`config.mk`:
```
export PLATFORM = sky130hd
export DESIGN_NAME = stopwatch_display_scan
export DESIGN_NICKNAME = d
export VERILOG_FILES = /design/src/rtl/stopwatch_display_scan.sv
export SDC_FILE = /design/constraint.sdc
export NUM_CORES = 1
export LEC_CHECK = 0
export BUFFER_PORTS_ARGS = -buffer_cell sky130_fd_sc_hd__buf_2
export CORE_ASPECT_RATIO = 1.5
export CORE_MARGIN = 1
export CORE_UTILIZATION = 54
export DETAILED_ROUTE_END_ITERATION = 6
export PLACE_DENSITY = 0.79
export SLEW_MARGIN = 5
export SYNTH_ARGS = -nofsm -noshare
export SYNTH_HDL_FRONTEND = slang
export SYNTH_SLANG_ARGS = --single-unit
export TNS_END_PERCENT = 10
```
`constraint.sdc`:
```
create_clock -name clk -period 2.5 [get_ports clk]
set_input_delay 0.25 -clock clk [delete_from_list [all_inputs] [get_ports clk]]
set_output_delay 0.25 -clock clk [all_outputs]
set_load 0.05 [all_outputs]
```
`src/rtl/stopwatch_display_scan.sv`:
```
// stopwatch_display_scan
// Four-digit multiplexed seven-segment driver for the stopwatch (M.SS.m).
// A coherent snapshot of the digits is taken at the start of every frame,
// the anodes are scanned right to left with a short blanking gap per slot,
// and the selected BCD digit is decoded to segments.
// Optional build macro: LEADING_ZERO_BLANK_EN (suppresses leading zeros on
// the minutes and tens-of-seconds digits).

module stopwatch_display_scan #(
    parameter int SCAN_DIV     = 1000,
    parameter int BLANK_CYCLES = 4,
    parameter bit ACTIVE_LOW   = 1'b1
) (
    input  logic       clk,
    input  logic       reset,
    input  logic [3:0] min0,
    input  logic [3:0] sec1,
    input  logic [3:0] sec0,
    input  logic [3:0] milSec0,
    output logic [6:0] seg,
    output logic       dp,
    output logic [3:0] an,
    output logic       frame_start
);

    localparam int CNT_W = (SCAN_DIV > 1) ? $clog2(SCAN_DIV) : 1;

    localparam logic [CNT_W-1:0] CNT_LAST  = CNT_W'(SCAN_DIV - 1);
    localparam logic [CNT_W-1:0] CNT_BLANK = CNT_W'(BLANK_CYCLES);

    // Polarity mask: XOR with these turns active-high values into pin levels.
    localparam logic [6:0] SEG_POL = {7{ACTIVE_LOW}};
    localparam logic [3:0] AN_POL  = {4{ACTIVE_LOW}};
    localparam logic       DP_POL  = ACTIVE_LOW;

    logic [CNT_W-1:0] div_cnt;
    logic [1:0]       idx;
    logic [15:0]      snapshot;
    logic             load_snapshot;

    logic [3:0] cur_digit;
    logic       lit;
    logic       zero_blank;
    logic [6:0] seg_raw;
    logic [3:0] an_raw;
    logic       dp_raw;

    // BCD to active-high {g,f,e,d,c,b,a}; anything outside 0-9 shows a dash.
    function automatic logic [6:0] decode_bcd(input logic [3:0] digit);
        logic [6:0] pattern;
        case (digit)
            4'd0:    pattern = 7'h3F;
            4'd1:    pattern = 7'h06;
            4'd2:    pattern = 7'h5B;
            4'd3:    pattern = 7'h4F;
            4'd4:    pattern = 7'h66;
            4'd5:    pattern = 7'h6D;
            4'd6:    pattern = 7'h7D;
            4'd7:    pattern = 7'h07;
            4'd8:    pattern = 7'h7F;
            4'd9:    pattern = 7'h6F;
            default: pattern = 7'h40;
        endcase
        return pattern;
    endfunction

    // The snapshot is taken on the first cycle of every frame, including the
    // first cycle after reset is released, since reset parks the counters there.
    assign load_snapshot = (div_cnt == '0) && (idx == 2'd0);

    // Slot timer and digit index: free-running, one frame every 4*SCAN_DIV cycles.
    always_ff @(posedge clk) begin
        if (reset) begin
            div_cnt <= '0;
            idx     <= 2'd0;
        end else if (div_cnt == CNT_LAST) begin
            div_cnt <= '0;
            idx     <= idx + 2'd1;
        end else begin
            div_cnt <= div_cnt + CNT_W'(1);
        end
    end

    // Frame snapshot so a digit rolling over mid-frame can never tear the display.
    always_ff @(posedge clk) begin
        if (reset) begin
            snapshot <= 16'h0000;
        end else if (load_snapshot) begin
            snapshot <= {min0, sec1, sec0, milSec0};
        end
    end

    // Select the digit for this slot and build active-high segment/anode values.
    always_comb begin
        cur_digit  = 4'd0;
        zero_blank = 1'b0;
        seg_raw    = 7'h00;
        an_raw     = 4'b0000;
        dp_raw     = 1'b0;

        case (idx)
            2'd0:    cur_digit = snapshot[3:0];
            2'd1:    cur_digit = snapshot[7:4];
            2'd2:    cur_digit = snapshot[11:8];
            default: cur_digit = snapshot[15:12];
        endcase

`ifdef LEADING_ZERO_BLANK_EN
        if (idx == 2'd3 && snapshot[15:12] == 4'd0) begin
            zero_blank = 1'b1;
        end
        if (idx == 2'd2 && snapshot[15:12] == 4'd0 && snapshot[11:8] == 4'd0) begin
            zero_blank = 1'b1;
        end
`else
        zero_blank = 1'b0;
`endif

        lit = (div_cnt >= CNT_BLANK);

        if (lit) begin
            an_raw  = 4'b0001 << idx;
            dp_raw  = idx[0];
            seg_raw = zero_blank ? 7'h00 : decode_bcd(cur_digit);
        end
    end

    // Output register: applies pin polarity and gives one cycle of latency.
    always_ff @(posedge clk) begin
        if (reset) begin
            seg         <= SEG_POL;
            an          <= AN_POL;
            dp          <= DP_POL;
            frame_start <= 1'b0;
        end else begin
            seg         <= seg_raw ^ SEG_POL;
            an          <= an_raw ^ AN_POL;
            dp          <= dp_raw ^ DP_POL;
            frame_start <= load_snapshot;
        end
    end

endmodule
```
==> key figures <==
Outcome
  – Outcome: complete, no violations

Detailed routing
  – Detailed Route Iter0 Violations: 47
  – Vias: 1354
  – DRT Pass-1 Iters: 7
  – Wirelength per Cell: ~14 um
  – Via-per-instance ratio: between 5 and 6
  – Detail Route Antenna Nets: 0
  – Total Wirelength: 3580 um
  – DRC violations left: 0

Timing
  – Pin slew with the least headroom to its limit: slightly below 0.8 ns
  – Final Slew Violations: 0
  – Final period util: 86.3%
  – Min Clock Period, post-route: approximately 2.2 ns
  – Max Fclk: 0.464 GHz
  – Setup violators final: 0
  – Final Hold Vio Count: 0
  – Skew final: 0.00589 ns
  – Final TNS setup: 0 ns
  – RSZ-0062 raised after global routing: no
  – Relative slew slack: between 40% and 50%

Cells and area
  – Diode count: 0
  – Share of post-route cells with drive strength above 1: a little over a fifth
  – Fin nets: between 200 and 250
  – Area growth from synthesis to layout: 14.0%

Worst setup path
  – Worst setup EP type: flop
  – Slowest cell delay on critical path: roughly 0.37 ns
  – R2R setup slack: around 0.34 ns
  – Critical path peak fanout: 6
  – CP max-delay cell: dfxtp_1
  – Setup CP Type: flop to flop
  – CP Launch Type: flop
  – Critical path cell sequence: inv_1 -> ha_1 -> a222oi_1 -> mux2i_1 -> inv_1 -> ha_1 -> mux2_2 -> a32oi_1
  – Critical Path RT: approximately 2.7 ns
  – CP top delay family: multiplexers
  – WP buf/inv: 2
  – Crit path DAT: roughly 2.4 ns

Synthesis
  – Syn Area/Cell: 9.90 sq um
  – Register area share after synthesis: a little under half
  – Top_reg_cell synth: dfxtp_1
  – Post-synth EDFFs: 0
  – Count of different cell masters after synthesis: 29
  – Post-synth ARST share: 0%
  – Net Count, Synth: approximately 210
  – Yosys reg bits: between 40 and 50
  – Syn. warnings: 0
  – Synthesized cell area: 0.00179 sq mm
  – Cells after Synth: 181

Clock network
  – Cts hold-fix bufs: 0
  – Clock transition at path regs: 0.07 ns
  – CTS Sinks: slightly above 40
  – Max Buffers Root-to-Sink: 2
  – H-tree depth: 2
  – Clock latency on the worst-skew pair: roughly 0.3 ns
  – Quantity of gates resized following cts: 0
  – Root buffer cell: clkbuf_8
  – CTS tree: done
  – Inserted Clock Buffers: 5
  – Post CTS Setup Buffer Count: 0

Worst hold path
  – Worst min path class: primary input to flop

Placement
  – PortBufs: 30
  – Gpl congestion: approximately 0.81
  – DPL Wire Length: ~2800 um

Power
  – Combinational group share of total power: approximately 15%
  – Pwr dens: approximately 650 mW/mm^2
  – Peak VDD IR: 0.481 mV
  – Lkg Pwr: 0.000871 uW
  – Pint: just under 1000 uW
  – Sw Pwr: between 300 and 400 uW
  – Sequential power share: a little over half
  – Pwr Total: around 1300 uW
  – Clock share of power: between 30 and 40%
  – Switch share: 27.0%

Global route
  – Number of global-route vias before repair: roughly 1300
  – Initial antenna violation count: 0
  – Overflow after GRT: 0
  – Total GRT Usage: 23.0%
  – First-pass GRT wire length: roughly 6000 um
  – Largest net degree at the start of global routing: 23

Die
  – Row cnt: 25
  – Core box area: around 0.0032 sq mm
  – DIE AREA: about 0.0036 sq mm
  – Die Span Y: just over 70 um
  – Num ports: 31
  – Chip width: 49.0 um
  – Initial Utilization: 56.7%

Flow run
  – Maxcap violations: 0
[synth_stat cells (4+ instances only)]
master	number	share of area, %
a222oi_1	4	2.2
clkbuf_1	4	0.84
dfxtp_1	41	46
ha_1	12	8.4
inv_1	14	2.9
mux2i_1	23	13
nand2_1	8	1.7
nand3_1	4	1.1
nor2_1	34	7.1
xnor2_1	7	3.4
[kinds of logic after synthesis]
group / count (synthesis) / synth area share [%]
and+or+nand+nor: 60 / 16.1
DFF: 41 / 45.8
muxes: 25 / 14.1
buffers and inverters: 20 / 5.17
AOI/OAI and AO/OA: 14 / 6.08
adders and majority gates: 12 / 8.38
xor gates and xnor gates: 9 / 4.40
[state kept, by name, summed over array words and instances (netlist names)]
signal and count:
an 4, seg 7, frame_start 1, div_cnt 10
snapshot 16, idx 2, dp 1
[layout by cell type (no fill, tap or decap), types with 3 or more instances in the layout]
master,n
a32oi_1,3
ha_1,12
o21ai_0,3
nand2_1,8
inv_1,14
nor2_1,34
xnor2_1,7
mux2i_1,23
nand3_1,4
buf_2,30
dfxtp_1,41
nor3_1,3
a222oi_1,4
clkbuf_8,5
[layer usage]
layer  track usage [%]  vias up  part of all wire, %
li1                  -      671                    -
met1              22.3      638                   39
met2              44.6       37                   55
met3              6.50        8                  3.9
met4              9.80        0                  2.0
met5                 0        -                    0
[final cells by class]
| type | instances | area [sq um] |
|---|---|---|
| sequential | 41 | 821 |
| timing repair buffer | 31 | 158 |
| clock buffer | 6 | 72.6 |
| fill | 271 | 1120 |
| inverter | 14 | 52.6 |
| multi-input combinational | 120 | 878 |
| clock inverter | 2 | 10.0 |
| tap | 40 | 50.0 |
[per-stage QoR]
step / instances / instance area, sq um / setup slack (ns) / hold WS (ns) / utilization, %
2_1_floorplan: 181 / 1790 / 0.534 / 0.397 / -
3_3_place_gp: 246 / 1960 / 0.533 / 0.444 / 62.0
3_5_place_dp: 246 / 1960 / 0.357 / 0.470 / 62.0
4_1_cts: 254 / 2040 / 0.347 / 0.180 / 64.6
5_1_grt: 254 / 2040 / 0.146 / 0.178 / 64.6
6_report: 254 / 2040 / 0.343 / 0.192 / 64.6
[power groups by stage]
stage	Clock (uW)	Sequential, uW	Combinational (uW)
floorplan	0	741	144
global placement	0	724	193
detailed placement	0	726	205
CTS	420	711	205
global route	443	715	227
finish	409	711	204
[tightest hold or removal path, delay by kind of cell]
| kind | cells | cell delay [ns] |
|---|---|---|
| buf+inv | 1 | 0.08 |
| simple gates | 1 | 0.07 |
| mux | 1 | 0.05 |
[path summary, 6_finish.rpt]
check                           startpoint      endpoint  depth (start not counted)
worst max-delay path                idx[0]        seg[5]                          8
worst min-delay path               sec1[2]  snapshot[10]                          3
worst max register to register      idx[0]        seg[5]                          8
worst min register to register  div_cnt[0]    div_cnt[0]                          1
(Power assumes the default switching activity.)
